$ cat src/rtl/uart_rx_pkg.sv
// uart_rx_pkg: baud divisors shared with uart_tx.
// Clock cycles per bit at a 12 MHz system clock.
package uart_rx_pkg;

  localparam int B9600   = 1250;
  localparam int B19200  = 625;
  localparam int B38400  = 312;
  localparam int B57600  = 208;
  localparam int B115200 = 104;
  localparam int B230400 = 52;
  localparam int B460800 = 26;

  typedef logic [7:0] uart_byte_t;

  // counter reload that lands on the middle of the start bit
  function automatic int half_reload(input int baud);
    return baud / 2 - 1;
  endfunction

endpackage

$ cat src/rtl/uart_rx_if.sv
// uart_rx_if: received-byte handshake plus error pulses.
// master = receiver side, slave = consumer side.
interface uart_rx_if;
  import uart_rx_pkg::*;

  uart_byte_t data;
  logic       valid;
  logic       ready;
  logic       frame_err;
  logic       overrun;

  modport master (
    output data,
    output valid,
    output frame_err,
    output overrun,
    input  ready
  );

  modport slave (
    input  data,
    input  valid,
    input  frame_err,
    input  overrun,
    output ready
  );

endinterface

$ cat src/rtl/uart_rx_sync2.sv
// sync2: two-flop synchronizer for an async input.
// Both stages take RST_VAL on reset (idle level).
module sync2 #(
  parameter logic RST_VAL = 1'b1
) (
  input  logic clk,
  input  logic rst,
  input  logic d,
  output logic q
);

  logic s1_q;
  logic s2_q;

  // shift the async input through two stages
  always_ff @(posedge clk or posedge rst) begin
    if (rst) begin
      s1_q <= RST_VAL;
      s2_q <= RST_VAL;
    end else begin
      s1_q <= d;
      s2_q <= s1_q;
    end
  end

  assign q = s2_q;

endmodule

$ cat src/rtl/uart_rx.sv
// uart_rx: 8N1 receiver, mid-bit sampling, ready/valid out.
// Bytes finishing while the holding reg is full are dropped.
module uart_rx
  import uart_rx_pkg::*;
#(
  parameter int BAUDRATE = B115200
) (
  input  logic      clk,
  input  logic      rst,
  input  logic      rx,
  uart_rx_if.master bus
);

  localparam logic [2:0] S_IDLE  = 3'd0;
  localparam logic [2:0] S_START = 3'd1;
  localparam logic [2:0] S_DATA  = 3'd2;
  localparam logic [2:0] S_STOP  = 3'd3;
  localparam logic [2:0] S_WAITH = 3'd4;

  localparam int CW = $clog2(BAUDRATE);
  localparam logic [CW-1:0] HALF = CW'(half_reload(BAUDRATE));
  localparam logic [CW-1:0] FULL = CW'(BAUDRATE - 1);

  logic          rxs;
  logic          rxs_prev_q, rxs_prev_d;
  logic [2:0]    state_q, state_d;
  logic [CW-1:0] cnt_q, cnt_d;
  logic [2:0]    idx_q, idx_d;
  uart_byte_t    shift_q, shift_d;
  logic          done_q, done_d;
  uart_byte_t    data_q, data_d;
  logic          valid_q, valid_d;
  logic          ferr_q, ferr_d;
  logic          ovr_q, ovr_d;
  logic          tick;
  logic          stop_hit;
  logic          take;

  sync2 #(.RST_VAL(1'b1)) u_sync (
    .clk (clk),
    .rst (rst),
    .d   (rx),
    .q   (rxs)
  );

  assign tick     = (cnt_q == '0);
  assign stop_hit = (state_q == S_STOP) && tick;
  assign take     = valid_q && bus.ready;

  // state and datapath registers
  always_ff @(posedge clk or posedge rst) begin
    if (rst) begin
      rxs_prev_q <= 1'b1;
      state_q    <= S_IDLE;
      cnt_q      <= '0;
      idx_q      <= '0;
      shift_q    <= '0;
      done_q     <= 1'b0;
      data_q     <= '0;
      valid_q    <= 1'b0;
      ferr_q     <= 1'b0;
      ovr_q      <= 1'b0;
    end else begin
      rxs_prev_q <= rxs_prev_d;
      state_q    <= state_d;
      cnt_q      <= cnt_d;
      idx_q      <= idx_d;
      shift_q    <= shift_d;
      done_q     <= done_d;
      data_q     <= data_d;
      valid_q    <= valid_d;
      ferr_q     <= ferr_d;
      ovr_q      <= ovr_d;
    end
  end

  // next state: bit timing and shifting
  always_comb begin
    rxs_prev_d = rxs;
    state_d    = state_q;
    cnt_d      = cnt_q;
    idx_d      = idx_q;
    shift_d    = shift_q;
    unique case (1'b1)
      (state_q == S_IDLE): begin
        if (rxs_prev_q && !rxs) begin
          state_d = S_START;
          cnt_d   = HALF;
        end
      end
      (state_q == S_START): begin
        if (!tick) begin
          cnt_d = cnt_q - CW'(1);
        end else if (!rxs) begin
          state_d = S_DATA;
          cnt_d   = FULL;
          idx_d   = '0;
        end else begin
          state_d = S_IDLE;
        end
      end
      (state_q == S_DATA): begin
        if (!tick) begin
          cnt_d = cnt_q - CW'(1);
        end else begin
          shift_d = {rxs, shift_q[7:1]};
          cnt_d   = FULL;
          if (idx_q == 3'd7) begin
            state_d = S_STOP;
          end else begin
            idx_d = idx_q + 3'd1;
          end
        end
      end
      (state_q == S_STOP): begin
        if (!tick) begin
          cnt_d = cnt_q - CW'(1);
        end else begin
          state_d = rxs ? S_IDLE : S_WAITH;
        end
      end
      (state_q == S_WAITH): begin
        if (rxs) begin
          state_d = S_IDLE;
        end
      end
      default: begin
        state_d = S_IDLE;
      end
    endcase
  end

  // outputs: delivery, handshake and error pulses
  always_comb begin
    done_d  = stop_hit && rxs;
    ferr_d  = stop_hit && !rxs;
    data_d  = data_q;
    valid_d = valid_q && !take;
    ovr_d   = 1'b0;
    if (done_q) begin
      if (!valid_q || take) begin
        data_d  = shift_q;
        valid_d = 1'b1;
      end else begin
        ovr_d = 1'b1;
      end
    end
  end

  assign bus.data      = data_q;
  assign bus.valid     = valid_q;
  assign bus.frame_err = ferr_q;
  assign bus.overrun   = ovr_q;

endmodule

$ cat src/flat_wrapper.sv
// flat-port wrapper written by rule: the top's interface ports become plain ports
module uart_rx_flat import uart_rx_pkg::*;
#(
  parameter int BAUDRATE = B115200
)
  (clk, rst, rx, bus_data, bus_valid, bus_frame_err, bus_overrun, bus_ready);
  uart_rx_if bus_i ();
  input  logic clk;
  input  logic rst;
  input  logic rx;
  output wire logic [$bits(bus_i.data)-1:0] bus_data;
  output wire logic [$bits(bus_i.valid)-1:0] bus_valid;
  output wire logic [$bits(bus_i.frame_err)-1:0] bus_frame_err;
  output wire logic [$bits(bus_i.overrun)-1:0] bus_overrun;
  input wire logic [$bits(bus_i.ready)-1:0] bus_ready;
  assign bus_data = bus_i.data;
  assign bus_valid = bus_i.valid;
  assign bus_frame_err = bus_i.frame_err;
  assign bus_overrun = bus_i.overrun;
  assign bus_i.ready = bus_ready;
  uart_rx #(.BAUDRATE(BAUDRATE)) u_core (.clk(clk), .rst(rst), .rx(rx), .bus(bus_i));
endmodule
$ cat config.mk
export PLATFORM = sky130hd
export DESIGN_NAME = uart_rx_flat
export DESIGN_NICKNAME = d
export VERILOG_FILES = /design/src/rtl/uart_rx_pkg.sv /design/src/rtl/uart_rx_if.sv /design/src/rtl/uart_rx_sync2.sv /design/src/rtl/uart_rx.sv /design/src/flat_wrapper.sv
export SDC_FILE = /design/constraint.sdc
export NUM_CORES = 1
export LEC_CHECK = 0
export ABC_AREA = 1
export BUFFER_PORTS_ARGS = -buffer_cell sky130_fd_sc_hd__buf_2
export CAP_MARGIN = 40
export CORE_ASPECT_RATIO = 1.2
export CORE_MARGIN = 1.5
export CORE_UTILIZATION = 58
export DETAILED_ROUTE_END_ITERATION = 10
export PLACE_DENSITY = 0.89
export REMOVE_ABC_BUFFERS = 1
export SLEW_MARGIN = 20
export SYNTH_ARGS = -nofsm -noshare
export SYNTH_HDL_FRONTEND = slang
export SYNTH_SLANG_ARGS = --single-unit
$ cat constraint.sdc
create_clock -name clk -period 2 [get_ports clk]
set_clock_uncertainty 0.2 [all_clocks]
set_input_delay 0.4 -clock clk [delete_from_list [all_inputs] [get_ports clk]]
set_output_delay 0.4 -clock clk [all_outputs]
set_load 0.005 [all_outputs]
==> results by group <==
Placed design
  • DP Area: 1880 µm²
  • Final HPWL DP: 2.37 mm
  • Cell total after placement: 249
  • Pre-CTS setup slack: 0.304 ns
  • GPL Wtd Cong: 0.910
  • Port Buffers: 14

Synth
  • Synth Area per Inst: 8.74 µm²
  • Synthesized cell area: 1760 µm²
  • Synth cell types: 25
  • Register area share after synthesis: 0.515
  • Cell count after synthesis: 201
  • Ys Warns: 0
  • FF+latch count, synth: 36

STA
  • Fin. max-slew vios: 0
  • Fmax: 583 MHz
  • Hold Violations, Final: 0
  • Max transition margin: 0.665
  • Fin crit share: 0.857
  • Setup slack after layout: 0.286 ns
  • Final TNS setup: 0 ns
  • Worst slew pin tran: 0.502 ns
  • Period minus WS final: 1.71 ns
  • Worst hold slack: 0.112 ns
  • Finish-stage setup viols: 0
  • RSZ-0062 raised after global routing: no

Drt
  • Final antenna-violating net count: 0
  • Drt pass-1 iters: 4
  • Vias: 1371
  • DR vias/cell: 5.29
  • Final wirelength: 3.20 mm
  • Drc violations: 0
  • Post-DR wirelength/cell: 12.3 µm
  • Iteration-0 DRC Markers: 59

Clocking
  • CTS Buf Count: 5
  • Postcts setup bufs: 0
  • Clock-pin slew on the worst setup and hold paths: 0.11 ns
  • H-tree depth: 2
  • CTS Buffer Depth: 2
  • Skew-Pair Late Insertion Delay: 0.35 ns
  • Clk root buf: clkbuf_4
  • CTS tree: done
  • Clock Sinks: 36
  • CTS resizes: 0

Global route
  • Total grt overflow: 0
  • Initial antenna violation count: 0
  • Pin count of the biggest net entering global routing: 26
  • Number of global-route vias before repair: 1327
  • Global-route wire length before repair: 5.69 mm
  • Global Route Usage Sum: 0.232

Power and ir drop
  • Leak pwr: 1.07 nW
  • Power Density: 1080 nW/µm²
  • PnR Total Power: 2.13 mW
  • Peak VDD IR: 1.02 mV

Final layout
  • Share of cells above drive strength 1: 0.244
  • Design area: 1980 µm²
  • ANT cells: 0
  • Nets: 232
  • Util after Layout: 0.698
  • Non-Filler Instances: 259
  • Layout area overhead: 12.8%

Worst setup path
  • WP data arrival: 1.73 ns
  • Critical Path RT: 2.02 ns
  • Critical Path Fanout Max: 6
  • Startpoint Class: flip-flop
  • Crit. End Element: flip-flop
  • Worst setup path class: reg2reg

Run
  • MaxCap Viol Count: 0

Floorplan
  • Core box area: 2840 µm²
  • Die width: 53.2 µm
  • IO Pins: 15
  • Die footprint: 3370 µm²
  • Die height: 63.3 µm
  • Starting Density: 0.619
  • FP Rows: 21

Min path
  • Worst Hold Class: in2reg

Outcome
  • Status: completed
==> per-layer routing <==
metal | routed length [µm] | vias to the layer above | GRT usage
li1 | - | 678 | -
met1 | 1320 | 644 | 0.270
met2 | 1630 | 41 | 0.375
met3 | 171 | 8 | 0.0711
met4 | 82 | 0 | 0.119
met5 | 0 | - | 0
==> critical path, cell delays in order, from the launching register on <==
cell and delay (ns):
dfrtp_1 0.37, inv_1 0.14, ha_1 0.19, inv_1 0.05, nor2_1 0.12, nand4_1 0.21
nand2_1 0.14, nor2_2 0.07, nand2_1 0.06, o21ai_1 0.06
==> repair_timing <==
action / in CTS / in global routing
hold buffers: 2 / 0
endpoints found under the hold margin: 9 / 0
endpoints found under the setup margin: 0 / 0
==> final cells by class <==
| class | instances | area, µm² |
|---|---|---|
| Clock buffer | 5 | 37.5 |
| Clock inverter | 3 | 42.5 |
| Fill cell | 204 | 856 |
| Inverter | 26 | 97.6 |
| Multi-Input combinational cell | 137 | 739 |
| Sequential cell | 36 | 905 |
| Tap cell | 34 | 42.5 |
| Timing Repair Buffer | 18 | 118 |
==> report_power, final <==
group / internal [mW] / switching [mW] / leakage, nW
combinational: 0.244 / 0.484 / 0.555
sequential: 0.814 / 0.0881 / 0.476
clock: 0.260 / 0.244 / 0.0412
total: 1.32 / 0.816 / 1.07
==> registers in the layout, summed over array words and instances (netlist names) <==
signal,cells
u_core.u_sync.s1_q,1
u_core.bus.overrun,1
u_core.state_q,3
u_core.u_sync.q,1
u_core.cnt_q,7
u_core.rxs_prev_q,1
u_core.bus.frame_err,1
u_core.bus.valid,1
u_core.bus.data,8
u_core.done_q,1
u_core.shift_q,8
u_core.idx_q,3
==> cell usage after synthesis <==
library cell / number / area (µm²)
o21ai_1: 2 / 10.0
nor2_2: 4 / 25.0
mux2_2: 1 / 11.3
nand2_1: 63 / 236
ha_1: 4 / 50.1
nor2_4: 3 / 33.8
dfrtp_1: 33 / 826
clkbuf_1: 1 / 3.75
inv_2: 3 / 11.3
nand3_1: 15 / 75.1
a21oi_2: 1 / 8.76
nand2_2: 4 / 25.0
nand4_1: 5 / 31.3
buf_6: 1 / 11.3
nor2_8: 1 / 20.0
nand2_4: 2 / 22.5
nor2_1: 11 / 41.3
nand3_2: 1 / 10.0
a21boi_1: 2 / 15.0
o21ai_2: 8 / 70.1
dfstp_2: 3 / 78.8
xnor2_1: 1 / 8.76
inv_1: 23 / 86.3
a21oi_1: 1 / 5.00
o21ai_0: 8 / 40.0
==> cell families after synthesis <==
kind of cell | synth area share
compound gates | 0.0848
xor+xnor | 0.00499
fa+ha+maj | 0.0285
buf+inv | 0.0641
flops | 0.515
mux | 0.00641
simple gates | 0.296
==> cells in the final DEF (no fill, tap or decap), types with 2 or more instances in the layout <==
cell type	count
inv_1	23
nand4_1	5
nand2_4	2
buf_2	14
nand2_1	63
o21ai_2	8
nor2_1	11
nor2_4	3
o21ai_0	8
a21boi_1	2
o21ai_1	2
nand3_1	15
nand2_2	4
inv_2	3
ha_1	4
dfrtp_1	33
dlygate4sd3_1	2
dfstp_2	3
clkbuf_4	5
nor2_2	4
==> final timing paths <==
kind                                    start                 end  slack (ns)  cells after the start
setup / recovery              u_core.cnt_q[0]     u_core.cnt_q[0]        0.29                      9
hold / removal                      bus_ready  u_core.bus.overrun        0.11                      4
setup reg to reg              u_core.cnt_q[0]     u_core.cnt_q[0]        0.29                      9
max in group asynchronous                 rst  u_core.bus.data[1]        0.69                      4
min in group asynchronous                 rst   u_core.state_q[0]        0.41                      3
hold reg to reg            u_core.u_sync.s1_q     u_core.u_sync.q        0.16                      0
No activity file was read; power rests on OpenSTA's default activity.
